`config.mk`:
```
export PLATFORM = sky130hd
export DESIGN_NAME = rob_retire_ctrl
export DESIGN_NICKNAME = d
export VERILOG_FILES = /design/src/rtl/rob_retire_ctrl.sv
export SDC_FILE = /design/constraint.sdc
export NUM_CORES = 1
export LEC_CHECK = 0
export BUFFER_PORTS_ARGS = -buffer_cell sky130_fd_sc_hd__buf_2
export CAP_MARGIN = 30
export CORE_ASPECT_RATIO = 2
export CORE_MARGIN = 5
export CORE_UTILIZATION = 54
export CTS_CLUSTER_DIAMETER = 60
export DETAILED_ROUTE_END_ITERATION = 10
export HOLD_SLACK_MARGIN = 0.12
export PLACE_DENSITY_LB_ADDON = 0.1
export SLEW_MARGIN = 10
export SYNTH_ARGS = -nofsm -noshare
export SYNTH_HDL_FRONTEND = slang
export SYNTH_SLANG_ARGS = --single-unit
```
`constraint.sdc`:
```
create_clock -name clk -period 4.1 [get_ports clk]
set_input_delay 0.82 -clock clk [delete_from_list [all_inputs] [get_ports clk]]
set_output_delay 0.82 -clock clk [all_outputs]
set_load 0.05 [all_outputs]
```
`src/rtl/rob_retire_ctrl.sv`:
```
// -----------------------------------------------------------------------------
// rob_retire_ctrl
//
// In-order retirement controller for the rename free list.
//
// Each renamed instruction is allocated one reorder-buffer entry at the tail.
// The entry records whether the instruction writes a destination, the
// architectural destination, and the physical register the destination used
// to map to. Instructions complete out of order through writeback tags. At
// most one instruction retires per cycle, always the one at the head, and the
// displaced physical register goes back to rename's free list.
//
// Optional feature (compile-time macro ROB_PERF_CNT_EN):
//   adds perf_full_stall_cnt and perf_retire_cnt. With the macro undefined
//   these ports and their registers do not exist.
//
// Ports:
//   clk                 in   rising-edge clock
//   reset               in   asynchronous, active-high reset
//   dispatch_valid      in   instruction presented for allocation
//   dispatch_has_rd     in   instruction writes a destination register
//   dispatch_rd         in   architectural destination
//   dispatch_old_phys   in   previous mapping of dispatch_rd, freed at retire
//   dispatch_ready      out  entry available (combinational, = !rob_full)
//   dispatch_rob_idx    out  index assigned to the current dispatch (= tail)
//   wb_valid            in   execution complete
//   wb_rob_idx          in   entry completing
//   retire_valid        out  registered one-cycle pulse per retirement
//   retire_free_valid   out  registered; retirement of an entry with a dest
//   retire_phys_reg     out  registered; physical register to free (holds)
//   retire_arch_rd      out  registered; architectural rd retired (holds)
//   rob_count           out  registered occupancy, 0..ROB_DEPTH
//   rob_empty           out  registered, rob_count == 0
//   rob_full            out  registered, rob_count == ROB_DEPTH
//   perf_full_stall_cnt out  (ROB_PERF_CNT_EN) cycles with dispatch blocked
//   perf_retire_cnt     out  (ROB_PERF_CNT_EN) total retirements
// -----------------------------------------------------------------------------
module rob_retire_ctrl #(
  parameter int ROB_DEPTH = 16,
  parameter int ROB_IDX_W = 4,
  parameter int PHYS_W    = 6,
  parameter int ARCH_W    = 5
) (
  input  logic                 clk,
  input  logic                 reset,
  input  logic                 dispatch_valid,
  input  logic                 dispatch_has_rd,
  input  logic [ARCH_W-1:0]    dispatch_rd,
  input  logic [PHYS_W-1:0]    dispatch_old_phys,
  output logic                 dispatch_ready,
  output logic [ROB_IDX_W-1:0] dispatch_rob_idx,
  input  logic                 wb_valid,
  input  logic [ROB_IDX_W-1:0] wb_rob_idx,
  output logic                 retire_valid,
  output logic                 retire_free_valid,
  output logic [PHYS_W-1:0]    retire_phys_reg,
  output logic [ARCH_W-1:0]    retire_arch_rd,
  output logic [ROB_IDX_W:0]   rob_count,
  output logic                 rob_empty,
  output logic                 rob_full
`ifdef ROB_PERF_CNT_EN
  ,
  output logic [31:0]          perf_full_stall_cnt,
  output logic [31:0]          perf_retire_cnt
`endif
);

  localparam logic [ROB_IDX_W:0]   DEPTH_C   = (ROB_IDX_W + 1)'(ROB_DEPTH);
  localparam logic [ROB_IDX_W:0]   CNT_ZERO  = {(ROB_IDX_W + 1){1'b0}};
  localparam logic [ROB_IDX_W:0]   CNT_ONE   = {{ROB_IDX_W{1'b0}}, 1'b1};
  localparam logic [ROB_IDX_W-1:0] IDX_ZERO  = {ROB_IDX_W{1'b0}};
  localparam logic [ROB_IDX_W-1:0] IDX_ONE   = {{(ROB_IDX_W - 1){1'b0}}, 1'b1};
  localparam logic [ROB_DEPTH-1:0] ENT_ZERO  = {ROB_DEPTH{1'b0}};

  // ---------------------------------------------------------------------------
  // State
  // ---------------------------------------------------------------------------
  logic [ROB_IDX_W-1:0] head_r;
  logic [ROB_IDX_W-1:0] tail_r;
  logic [ROB_IDX_W:0]   count_r;
  logic                 empty_r;
  logic                 full_r;

  // Per-entry control bits live in flat vectors so they can be reset as a
  // whole; the payload below is never reset because an entry is only read
  // after it has been written by an allocation.
  logic [ROB_DEPTH-1:0] valid_r;
  logic [ROB_DEPTH-1:0] done_r;

  logic                 has_rd_r   [ROB_DEPTH];
  logic [ARCH_W-1:0]    rd_r       [ROB_DEPTH];
  logic [PHYS_W-1:0]    old_phys_r [ROB_DEPTH];

  logic                 retire_valid_r;
  logic                 retire_free_valid_r;
  logic [PHYS_W-1:0]    retire_phys_reg_r;
  logic [ARCH_W-1:0]    retire_arch_rd_r;

  // ---------------------------------------------------------------------------
  // Edge decisions (all evaluated on pre-edge state)
  // ---------------------------------------------------------------------------
  logic                 alloc_s;
  logic                 retire_s;
  logic                 wb_hit_s;
  logic [ROB_IDX_W:0]   count_next_s;

  // Allocation is gated by the registered full flag only, so a retirement on
  // the same edge never lets a dispatch slip into a full buffer.
  assign alloc_s  = dispatch_valid & ~full_r;
  assign retire_s = valid_r[head_r] & done_r[head_r];
  // A writeback to an entry that is not allocated is simply dropped.
  assign wb_hit_s = wb_valid & valid_r[wb_rob_idx];

  // Next occupancy from the allocate/retire pair of this edge.
  always_comb begin
    count_next_s = count_r;
    case ({alloc_s, retire_s})
      2'b10:   count_next_s = count_r + CNT_ONE;
      2'b01:   count_next_s = count_r - CNT_ONE;
      default: count_next_s = count_r;
    endcase
  end

  // ---------------------------------------------------------------------------
  // Pointers and occupancy
  // ---------------------------------------------------------------------------

  // Head/tail advance and wrap naturally modulo ROB_DEPTH; full/empty come
  // from the occupancy counter, never from pointer equality.
  always_ff @(posedge clk or posedge reset) begin
    if (reset) begin
      head_r  <= IDX_ZERO;
      tail_r  <= IDX_ZERO;
      count_r <= CNT_ZERO;
      empty_r <= 1'b1;
      full_r  <= 1'b0;
    end else begin
      if (retire_s) begin
        head_r <= head_r + IDX_ONE;
      end
      if (alloc_s) begin
        tail_r <= tail_r + IDX_ONE;
      end
      count_r <= count_next_s;
      empty_r <= (count_next_s == CNT_ZERO);
      full_r  <= (count_next_s == DEPTH_C);
    end
  end

  // ---------------------------------------------------------------------------
  // Entry control bits
  // ---------------------------------------------------------------------------

  // Writeback, retirement and allocation touch distinct entries: allocation
  // only happens at an invalid tail, so it can never collide with a
  // writeback hit, and head == tail with both active is impossible because
  // that needs the buffer to be simultaneously full and empty.
  always_ff @(posedge clk or posedge reset) begin
    if (reset) begin
      valid_r <= ENT_ZERO;
      done_r  <= ENT_ZERO;
    end else begin
      if (wb_hit_s) begin
        done_r[wb_rob_idx] <= 1'b1;
      end
      if (retire_s) begin
        valid_r[head_r] <= 1'b0;
      end
      if (alloc_s) begin
        valid_r[tail_r] <= 1'b1;
        done_r[tail_r]  <= 1'b0;
      end
    end
  end

  // Entry payload capture at allocation.
  always_ff @(posedge clk) begin
    if (alloc_s) begin
      has_rd_r[tail_r]   <= dispatch_has_rd;
      rd_r[tail_r]       <= dispatch_rd;
      old_phys_r[tail_r] <= dispatch_old_phys;
    end
  end

  // ---------------------------------------------------------------------------
  // Retire outputs
  // ---------------------------------------------------------------------------

  // The valid strobes pulse for one cycle per retirement; the register and
  // rd fields keep their last retired values while idle.
  always_ff @(posedge clk or posedge reset) begin
    if (reset) begin
      retire_valid_r      <= 1'b0;
      retire_free_valid_r <= 1'b0;
      retire_phys_reg_r   <= {PHYS_W{1'b0}};
      retire_arch_rd_r    <= {ARCH_W{1'b0}};
    end else begin
      if (retire_s) begin
        retire_valid_r      <= 1'b1;
        retire_free_valid_r <= has_rd_r[head_r];
        retire_phys_reg_r   <= old_phys_r[head_r];
        retire_arch_rd_r    <= rd_r[head_r];
      end else begin
        retire_valid_r      <= 1'b0;
        retire_free_valid_r <= 1'b0;
      end
    end
  end

`ifdef ROB_PERF_CNT_EN
  // ---------------------------------------------------------------------------
  // Performance counters (wrap at 2^32)
  // ---------------------------------------------------------------------------
  logic [31:0] perf_full_stall_cnt_r;
  logic [31:0] perf_retire_cnt_r;

  // Count blocked-dispatch cycles and retirements.
  always_ff @(posedge clk or posedge reset) begin
    if (reset) begin
      perf_full_stall_cnt_r <= 32'd0;
      perf_retire_cnt_r     <= 32'd0;
    end else begin
      if (dispatch_valid && full_r) begin
        perf_full_stall_cnt_r <= perf_full_stall_cnt_r + 32'd1;
      end
      if (retire_s) begin
        perf_retire_cnt_r <= perf_retire_cnt_r + 32'd1;
      end
    end
  end

  assign perf_full_stall_cnt = perf_full_stall_cnt_r;
  assign perf_retire_cnt     = perf_retire_cnt_r;
`endif

  // ---------------------------------------------------------------------------
  // Output mapping
  // ---------------------------------------------------------------------------
  assign dispatch_ready    = ~full_r;
  assign dispatch_rob_idx  = tail_r;
  assign retire_valid      = retire_valid_r;
  assign retire_free_valid = retire_free_valid_r;
  assign retire_phys_reg   = retire_phys_reg_r;
  assign retire_arch_rd    = retire_arch_rd_r;
  assign rob_count         = count_r;
  assign rob_empty         = empty_r;
  assign rob_full          = full_r;

endmodule

```
# == Word-level counts from Yosys, hierarchy flattened ==
# Memory sizes are Yosys's and may differ from the RTL's. A register that Yosys moved wholly into a read port is not among the register bits.
# Cells that the tools add are included.
# word_totals
regBits,49
mem_bits_rw,192
input_bits,20
out_inout_bits,25
elab_cells,60
memories,3
# memory_table
name,words,width,read_ports,rd_clocked_by_memory_dff,wr,line_no,rtl
old_phys_r,16,6,1,1,1,92,logic [PHYS_W-1:0] old_phys_r [ROB_DEPTH];
rd_r,16,5,1,1,1,91,logic [ARCH_W-1:0] rd_r [ROB_DEPTH];
has_rd_r,16,1,1,0,1,90,logic has_rd_r [ROB_DEPTH];
# op_classes
add_sub_neg,4
n_lt_le_gt_ge,6
eq_ne,3
muxes,21
bitwise,10
reduce_logical,4
# ops
op,count
$mux W16,4
$and A16 B16 Y16,2
$not A16 Y16,2
$or A16 B16 Y16,2
$lt A4 B5 Y1 const B,3
$bmux W1 S4,3
$demux W1 S4,3
$ge A4 B1 Y1 const B,3
$mux W1,10
$pmux W5 S2,1
$add A4 B1 Y4 const B,2
$add A5 B1 Y5 const B,1
$eq A5 B5 Y1 const B,1
$logic_not A5 Y1,1
$sub A5 B1 Y5 const B,1
$and A1 B1 Y1,3
$logic_and A1 B1 Y1,3
$eq A2 B1 Y1 const B,1
$eq A2 B2 Y1 const B,1
$not A1 Y1,1

# == Logic depth before layout (Yosys ltp) ==
# Gate-level depths: netlist (run 1).
# depth
word_depth,9
depth_mapped,16
ltp_nobuf,13

# == Worst setup path after synthesis (run 1) ==
# Ideal clock, no wire load.
# synth_path
kind,flip-flop to flip-flop
from,register head_r[0]
to,"register full_r, in the netlist rob_full"
setup_time_ns,0.088
t_arrival_ns,3.287
required_ns,4.012
path_slack_ns,0.725
stages_incl_launch_ff,16
n_path_buf,2
period_less_slack_ns,3.375
cell_sequence,dfrtp_1 -> inv_2 -> mux4_2 -> nor2b_4 -> nor4_4 -> buf_6 -> inv_1 -> ha_1 -> clkbuf_1 -> xor2_1 -> ha_1 -> o21ai_0 -> a221o_1 -> a21oi_1 -> xor2_1 -> nor3b_1
# synth_via
elab_chain_cells,6
word_cells_on_any_way,9
cone_classes,3 x eq/ne; 5 x mux; 1 x bitwise
# synth_rtl
item,line_no,rtl
start: declaration,78,logic [ROB_IDX_W-1:0] head_r;
start signal: assignment,139,head_r <= head_r + IDX_ONE;
$bmux W1 S4,110,assign retire_s = valid_r[head_r] & done_r[head_r];
$mux W1 (not written as such),110,
$and A1 B1 Y1 (*),110,
via retire_s,103,logic retire_s;
$eq A2 B1 Y1 / $eq A2 B2 Y1 (equally long branches),117,"case ({alloc_s, retire_s})"
$pmux W5 S2 (*),117,
via count_next_s[4],105,logic [ROB_IDX_W:0] count_next_s;
$eq A5 B5 Y1 (*),146,full_r <= (count_next_s == DEPTH_C);
end signal: assignment,146,
end: declaration,82,logic full_r;
# The timed path passes the listed nets; every way through them passes the cells marked *. The select of a mux whose other input is x is not followed.
# A chain may end at the register's enable or synchronous reset.

# == Worst setup path in the final report (run 1) ==
# layout_path
from,register head_r[3]
to,"register full_r, in the netlist rob_full"
# The elaborated chain is that of the path after synthesis.

==> flow_summary.json, run 1 <==
{
  "viasPerCell": 5.93,
  "cts_tree": "built",
  "combPwrFrac": 0.367,
  "cap_violations": 0,
  "fill_cells": 1393,
  "antenna_found_initial": 0,
  "grt_max_degree": 51,
  "p_seq_frac": 0.404,
  "drtPass1Iterations": 5,
  "hpwl_mm": 15.2,
  "utilization": 0.615,
  "ctsHoldBuffers": 0,
  "drt_iter0_markers": 258,
  "synth_common_cells": "edfxtp_1 (192), dfrtp_1 (59), nand2_1 (50)",
  "initial_core_util": 0.545,
  "worst_pin_slew_ps": 937,
  "largest_reg_flops": 96,
  "portBuffers": 44,
  "yosysMostFrequentCell": "edfxtp_1",
  "syn_area_um2": 10200,
  "ys_types": 46,
  "cp_data_required_time_ps": 4520,
  "hp-class": "reg2reg",
  "synthFlopType": "edfxtp_1",
  "area_growth_pct": 12.8,
  "clkPwrFrac": 0.229,
  "critPathArrivalTime_ps": 4040,
  "switchingPower_uw": 3080,
  "antenna_cells": 0,
  "grt_util_all_layers": 0.216,
  "finalCriticalPeriod_ps": 3610,
  "vias": 5397,
  "status": "finished, final reports clean",
  "drive_above_1_share": 0.263,
  "maxSlewHeadroom": 0.372,
  "synth_area_leaders": "edfxtp_1 (56%), dfrtp_1 (14%), mux4_2 (11%), nand2_1 (1.8%), mux4_1 (1.8%)",
  "grt.overflow.total": 0,
  "cts_sinks": 252,
  "switching_share": 0.348,
  "reg.largest.list": "old_phys_r x96, rd_r x80",
  "wire_per_inst_um": 25.1,
  "final_cells": 910,
  "setup_viol": 0,
  "synth_seq_area_share": 0.712,
  "std_cell_rows": 71,
  "htreeDepth": 1,
  "power.leakage_uw": 0.00419,
  "synth-edff-count": 192,
  "p_int_uw": 5770,
  "multiInputGateArea_um2": 2790,
  "fp.dieW_um": 107,
  "dp.cells": 872,
  "die_area_um2": 21900,
  "ir_worst_vdd_mv": 0.838,
  "path_max_fanout": 9,
  "final_nets": 671,
  "grt_pass1_vias": 5826,
  "cellPowerDensity_nw_per_um2": 768,
  "io-pin-count": 45,
  "core-area_um2": 18700,
  "numCtsBuffers": 21,
  "synth_top_area_cell": "edfxtp_1",
  "skew_ps": 11.3,
  "start_kind": "register",
  "max_freq_mhz": 277,
  "path_clk_slew_ps": 60,
  "critical_path_class": "reg2reg",
  "cts_buffer_depth": 3,
  "post-cts-setup-buffer-count": 0,
  "async_flop_share": 0.238,
  "avgSynthCellArea_um2": 17.8,
  "regMostFlops": "old_phys_r",
  "drc": 0,
  "ctsResizeCount": 0,
  "die_h_um": 204,
  "clockRootBuffer": "clkbuf_16",
  "hold_viol_final": 0,
  "ant_nets": 0,
  "syn_inst": 574,
  "clkLatencyLatePin_ps": 510,
  "period_share": 0.882,
  "tns_ps": 0,
  "grt_pass1_wl_mm": 34.7,
  "synth_top_area_frac": 0.564,
  "routed_wl_mm": 22.9,
  "place_congestion": 0.944,
  "ys_ff_latch": 252,
  "register_area_um2": 7270,
  "maxSlewViolCount": 0,
  "yosys_warnings": 0,
  "synth.net_count": 605,
  "critPathCaptureType": "register",
  "grt_setup_unrepaired": "false"
}
through the flow:
stage / power, uW / hold slack, ps / setup WS, ps / area (um^2)
floorplan: 6030 / 463 / 725 / 10200
global placement: 6810 / 480 / 417 / 10800
detailed placement: 6910 / 490 / 569 / 10800
CTS: 8950 / 506 / 547 / 11500
global route: 9270 / 517 / 276 / 11500
finish: 8850 / 503 / 486 / 11500
power by group through the flow:
stage | Sequential, uW | Clock, uW | Combinational [uW]
2_1_floorplan | 3890 | 0 | 2140
3_3_place_gp | 3590 | 0 | 3220
3_5_place_dp | 3630 | 0 | 3280
4_1_cts | 3570 | 2080 | 3290
5_1_grt | 3630 | 2180 | 3470
6_report | 3580 | 2030 | 3250
cells in the final DEF, fill, tap and decap left out, drive strengths merged, types with 13 or more instances in the layout:
cell	netlist	routed
a21o	16	16
a21oi	16	16
a22oi	23	23
buf	10	69
clkbuf	16	27
dfrtp	59	59
edfxtp	192	192
mux2	13	13
mux4	55	55
nand2	50	50
nor2	36	36
metal layers:
metal,routed length [um],global-route usage
met2,12900,0.408
met1,8300,0.248
met3,791,0.0233
met5,0,0
met4,847,0.0814
final cells by class:
cell class / count / area share
sequential: 252 / 0.631
multi-input combinational: 287 / 0.242
clock buffer: 27 / 0.0484
timing repair buffer: 69 / 0.0357
tap: 255 / 0.0277
clock inverter: 11 / 0.0121
inverter: 9 / 0.00293
critical path: stages, from the launching register on:
cell and delay, ps:
dfrtp_1 470, nor2b_1 610, buf_6 230, o211a_1 260
nor4_4 90, inv_1 100, ha_1 350, xor2_1 200
ha_1 220, o21ai_0 90, a221o_1 320, a21oi_1 160
xor2_1 230, nor3b_1 200
cells by family after synthesis:
family | synth area share
flip-flops | 0.712
AO/OA/AOI/OAI | 0.0505
XOR/XNOR | 0.00858
AND/OR/NAND/NOR | 0.0570
buffers and inverters | 0.0175
multiplexers | 0.141
adder cells (fa/ha/maj) | 0.0135
final timing paths:
kind                                                        to                      startpoint  depth (start not counted)  slack [ps]
worst max register to register              rob_full$_DFF_PP0_           head_r[3]$_DFFE_PP0N_                         13         490
min in group asynchronous        retire_arch_rd[0]$_DFFE_PP0N_                           reset                          2         510
worst min-delay path            retire_phys_reg[3]$_DFFE_PP0N_  retire_phys_reg[3]$_DFFE_PP0N_                          1         500
worst min register to register  retire_phys_reg[3]$_DFFE_PP0N_  retire_phys_reg[3]$_DFFE_PP0N_                          1         500
max in group asynchronous                 valid_r[0]$_DFF_PP0_                           reset                          3        2700
worst max-delay path                        rob_full$_DFF_PP0_           head_r[3]$_DFFE_PP0N_                         13         490
Note: power is estimated with default switching activity, not from simulation.
==> run 2: changes to the inputs <==
REMOVE_ABC_BUFFERS = 1   (was default)
SKIP_LAST_GASP = 1   (was default)
==> run 2 against run 1 <==
  * First-iteration DRC count rose by 22%
  * Clock-buffer cell count grew 7
  * Power about the same
  * Clock power hardly changed
  * Cell area increased by 0.65%
  * Hold slack lost 170 ps
  * Setup slack improved by 12 ps
  * Critical endpoint unchanged
  * Via count up 1.7%
==> flow_summary.json, run 2 (synthesized netlist as in run 1, its figures left out) <==
{
  "p_int_uw": 5760,
  "cp_data_required_time_ps": 4510,
  "grt_pass1_vias": 5814,
  "critPathCaptureType": "register",
  "fill_cells": 1400,
  "antenna_cells": 0,
  "post-cts-setup-buffer-count": 0,
  "critical_path_class": "reg2reg",
  "cts_buffer_depth": 3,
  "cap_violations": 0,
  "cts_sinks": 252,
  "ant_nets": 0,
  "setup.worst_path.start": "head_r[0]$_DFFE_PP0N_",
  "ir_worst_vdd_mv": 0.602,
  "ctsResizeCount": 0,
  "numCtsBuffers": 23,
  "htreeDepth": 1,
  "viasPerCell": 5.97,
  "final_common_cell": "edfxtp_1",
  "grt_max_degree": 50,
  "grt_pass1_wl_mm": 34.7,
  "power.leakage_uw": 0.00425,
  "antenna_found_initial": 2,
  "switching_share": 0.349,
  "routed_wl_mm": 22.5,
  "hpwl_mm": 14.5,
  "portBuffers": 44,
  "fp.dieW_um": 107,
  "clockRootBuffer": "clkbuf_16",
  "cellPowerDensity_nw_per_um2": 764,
  "die_area_um2": 21900,
  "mostFrequentLayoutCells": "edfxtp_1 (192), dfrtp_1 (57), nand2_1 (50)",
  "regMostFlops": "old_phys_r",
  "skew_ps": 22.1,
  "critPathArrivalTime_ps": 4020,
  "die_h_um": 204,
  "grt_setup_unrepaired": "false",
  "drt_iter0_markers": 315,
  "crit_buf_inv": 2,
  "ctsHoldBuffers": 0,
  "drtPass1Iterations": 5,
  "wire_per_inst_um": 24.5,
  "rrSetupSlack_ps": 500,
  "largest_reg_flops": 96,
  "cts_tree": "built",
  "combPwrFrac": 0.364,
  "timing.hold.ws_ps": 332,
  "tns_ps": 0,
  "final_nets": 678,
  "area_growth_pct": 13.5,
  "reg2reg_to": "rob_full$_DFF_PP0_",
  "worst_pin_slew_ps": 819,
  "cpPeakStageDelay_ps": 610,
  "cpLargestDelayFamily": "flip-flops",
  "start_kind": "register",
  "hold_viol_final": 0,
  "p_seq_frac": 0.406,
  "initial_core_util": 0.545,
  "grt_util_all_layers": 0.214,
  "maxSlewHeadroom": 0.452,
  "finalCriticalPeriod_ps": 3600,
  "setup_viol": 0,
  "period_share": 0.879,
  "path_clk_slew_ps": 60,
  "r2r-start": "head_r[0]$_DFFE_PP0N_",
  "place_congestion": 0.908,
  "switchingPower_uw": 3090,
  "drive_above_1_share": 0.276,
  "status": "finished, final reports clean",
  "cp_slowest_cell": "dfrtp_4",
  "grt.overflow.total": 0,
  "core-area_um2": 18700,
  "hp-class": "in2async",
  "clkPwrFrac": 0.229,
  "drc": 0,
  "std_cell_rows": 71,
  "vias": 5491,
  "crit_chain": "inv_2, mux4_2, nor2b_4, nor4_4, inv_1, ha_1, xor2_1, ha_1, o21ai_0, a221o_1, a21oi_1, xor2_1, nor3b_1",
  "clkLatencyLatePin_ps": 510,
  "reg2regPathDepth": 13,
  "maxSlewViolCount": 0,
  "max_freq_mhz": 278,
  "reg.largest.list": "old_phys_r x96, rd_r x80",
  "path_max_fanout": 19,
  "io-pin-count": 45
}
run 2: cell types whose count changed in the layout (fill, tap and decap cells not counted), sizes merged:
cell and change:
clkinv +2, bufinv -3, buf +5, clkbuf +7
clkinvlp -2
run 2: layer usage:
metal  GRT usage  routed length, um  up-vias
li1            -                  -     2392
met1       0.259               8140     2872
met2       0.385              12300      170
met3      0.0281               1140       53
met4      0.0823                894        4
met5           0                 19        -
run 2: worst max-delay path by stage:
stage	end	slack, ps	cells past startpoint
6_report	rob_full$_DFF_PP0_	500	13
5_1_grt	rob_full$_DFF_PP0_	200	13
4_1_cts	rob_full$_DFF_PP0_	490	13
3_5_place_dp	rob_full$_DFF_PP0_	500	13
3_3_place_gp	rob_full$_DFF_PP0_	310	12
2_1_floorplan	rob_full$_DFF_PP0_	-1390	13
run 2: worst reg2reg max path, delay by kind of cell, from the launching register on:
| family | cells | cell delay [ps] |
|---|---|---|
| compound gates | 3 | 570 |
| xor+xnor | 2 | 430 |
| fa+ha+maj | 2 | 560 |
| buf+inv | 2 | 260 |
| flops | 1 | 610 |
| mux | 1 | 560 |
| simple gates | 3 | 530 |
run 2: final cells by class:
class | count | area, um^2 | share of cell area
Sequential cell | 252 | 7270 | 0.627
Multi-Input combinational cell | 287 | 2790 | 0.240
Clock buffer | 34 | 674 | 0.0582
Timing Repair Buffer | 74 | 462 | 0.0398
Tap cell | 255 | 319 | 0.0275
Clock inverter | 8 | 47.5 | 0.00410
Inverter | 9 | 33.8 | 0.00291
run 2: stage by stage:
step	power (uW)	utilization	setup WS, ps	area (um^2)	std cells
2_1_floorplan	5940	-	-1390	10100	548
3_3_place_gp	6840	0.578	307	10800	875
3_5_place_dp	6930	0.580	496	10900	877
4_1_cts	8970	0.619	487	11600	919
5_1_grt	9330	0.619	199	11600	919
6_report	8860	0.619	497	11600	919
run 2: power groups by stage:
stage	logic [uW]	clock network, uW	registers, uW
4_1_cts	3300	2080	3600
3_5_place_dp	3280	0	3650
3_3_place_gp	3220	0	3620
5_1_grt	3490	2190	3650
6_report	3230	2030	3600
2_1_floorplan	1850	0	4100
==> run 3: changes to the inputs <==
CTS_BUF_LIST = sky130_fd_sc_hd__clkbuf_8   (was default)
clock period = 3.5 ns   (was 4.1 ns; I/O delays follow)
==> run 3 against run 2 <==
  * Sequential share of layout area up 0.13 points
  * Critical endpoint unchanged
  * Combinational power up 18%
  * Clock-buffer cell count up 5
  * Non-clock buffer count up 2
  * Cell area down 0.21%
  * Via count down 0.53%
  * Power up 15%
  * Highest routed layer is now met4
  * Clock skew up 0.81 ps
  * Die area unchanged
  * Hold slack worse by 47 ps
  * Flip-flop and latch count unchanged
==> flow_summary.json, run 3 (synthesized netlist as in run 1, its figures left out) <==
{
  "drtPass1Iterations": 5,
  "grt_max_degree": 40,
  "p_total_uw": 10200,
  "core-area_um2": 18700,
  "die_area_um2": 21900,
  "place_congestion": 0.886,
  "maxUsedRoutingLayer": "met4",
  "grt_pass1_vias": 5866,
  "ctsHoldBuffers": 0,
  "skew_ps": 23.0,
  "drt_iter0_markers": 339,
  "cellPowerDensity_nw_per_um2": 884,
  "period_share": 0.936,
  "largest_reg_flops": 96,
  "crit_buf_inv": 2,
  "hp-class": "in2async",
  "grt.overflow.total": 0,
  "hpwl_mm": 14.8,
  "mostFrequentLayoutCells": "edfxtp_1 (192), dfrtp_1 (57), nand2_1 (50)",
  "critPathCaptureType": "register",
  "cts_sinks": 252,
  "antenna_cells": 0,
  "regMostFlops": "old_phys_r",
  "cp_data_required_time_ps": 3930,
  "cts_tree": "built",
  "crit_chain": "inv_2, mux4_2, nor2b_4, nor4_4, inv_1, ha_1, xor2_1, ha_2, o21ai_0, a221o_1, a21oi_1, xor2_1, nor3b_2",
  "std_cell_rows": 71,
  "cpPeakStageDelay_ps": 560,
  "final_nets": 692,
  "tns_ps": 0,
  "io-pin-count": 45,
  "dp.cells": 879,
  "maxSlewViolCount": 0,
  "reg.largest.list": "old_phys_r x96, rd_r x80",
  "viasPerCell": 5.81,
  "m1WireLength_mm": 8.18,
  "grt_pass1_wl_mm": 34.6,
  "die_h_um": 204,
  "clkLatencyLatePin_ps": 520,
  "max_freq_mhz": 305,
  "ir_worst_vdd_mv": 0.724,
  "finalCriticalPeriod_ps": 3280,
  "path_clk_slew_ps": 70,
  "worst_path_most_repeated_cell": "xor2_1",
  "cp_slowest_cell": "mux4_2",
  "ant_nets": 0,
  "critical_path_class": "reg2reg",
  "utilization": 0.617,
  "worst_pin_slew_ps": 787,
  "fill_cells": 1395,
  "path_max_fanout": 12,
  "fp.dieW_um": 107,
  "power.leakage_uw": 0.00428,
  "clockRootBuffer": "clkbuf_8",
  "post-cts-setup-buffer-count": 0,
  "setup_viol": 0,
  "initial_core_util": 0.545,
  "stdcell_area_um2": 11600,
  "numCtsBuffers": 35,
  "met2WireLength_mm": 12.9,
  "start_kind": "register",
  "placed_cell_area_um2": 10900,
  "hold_viol_final": 0,
  "final_cells": 940,
  "maxSlewHeadroom": 0.472,
  "status": "finished, final reports clean",
  "drc": 0,
  "htreeDepth": 2,
  "area_growth_pct": 13.3,
  "cpLargestDelayFamily": "multiplexers",
  "antenna_found_initial": 0,
  "routed_wl_mm": 22.7,
  "cts_buffer_depth": 3,
  "cap_violations": 0,
  "portBuffers": 44,
  "wire_per_inst_um": 24.2,
  "critPathArrivalTime_ps": 3700,
  "dr_wl_met3_um": 885,
  "drive_above_1_share": 0.289,
  "vias": 5462,
  "grt_util_all_layers": 0.218,
  "final_common_cell": "edfxtp_1"
}
## run 3: cell count changes in the layout (fill, tap and decap cells not counted), sizes merged
cell / delta
buf: +2
bufinv: +2
clkbuf: +5
clkinv: +5
inv: +7
## run 3: worst reg2reg max path, delay by kind of cell, from the launching register on
kind | cells | cell delay, ps
AO/OA/AOI/OAI | 3 | 560
buffers and inverters | 2 | 240
flip-flops | 1 | 540
XOR/XNOR | 2 | 390
adder cells (fa/ha/maj) | 2 | 410
AND/OR/NAND/NOR | 3 | 470
multiplexers | 1 | 560
## run 3: final timing paths
check,from,end,slack [ps],cells past startpoint
min in group clk,valid_r[7]$_DFF_PP0_,valid_r[7]$_DFF_PP0_,500,1
hold / removal,reset,valid_r[13]$_DFF_PP0_,280,2
hold reg to reg,valid_r[7]$_DFF_PP0_,valid_r[7]$_DFF_PP0_,500,1
max in group asynchronous,reset,retire_phys_reg[4]$_DFFE_PP0N_,2560,3
setup reg to reg,head_r[0]$_DFFE_PP0N_,rob_full$_DFF_PP0_,220,13
setup / recovery,head_r[0]$_DFFE_PP0N_,rob_full$_DFF_PP0_,220,13
## run 3: metrics by stage
step	hold WS (ps)	worst slack [ps]
after floorplan	463	-1990
after global placement	482	334
after detailed placement	487	259
after CTS	280	211
after global routing	312	-7.10
final	285	224
## run 3: what timing repair did
action / 4_1_cts / 5_1_grt
hold endpoints to repair: 0 / 0
gates resized for setup: 0 / 2
setup endpoints to repair: 0 / 1
## run 3: metal layers
metal,vias up,GRT usage
met3,47,0.0287
met4,0,0.0974
met5,-,0
met1,2837,0.256
li1,2419,-
met2,159,0.396
## run 3: layout make-up
| cell class | count | area [um^2] | share of cell area |
|---|---|---|---|
| Timing Repair Buffer | 76 | 473 | 0.0409 |
| Sequential cell | 252 | 7270 | 0.629 |
| Inverter | 9 | 33.8 | 0.00292 |
| Multi-Input combinational cell | 287 | 2790 | 0.241 |
| Clock inverter | 22 | 143 | 0.0123 |
| Tap cell | 255 | 319 | 0.0276 |
| Clock buffer | 39 | 537 | 0.0464 |
## run 3: power by group
group	internal (uW)	leakage, uW	total (uW)	switching (uW)
Combinational	1610	0.00144	3820	2210
Sequential	3820	0.00245	4200	380
Clock	1170	0.000388	2210	1030
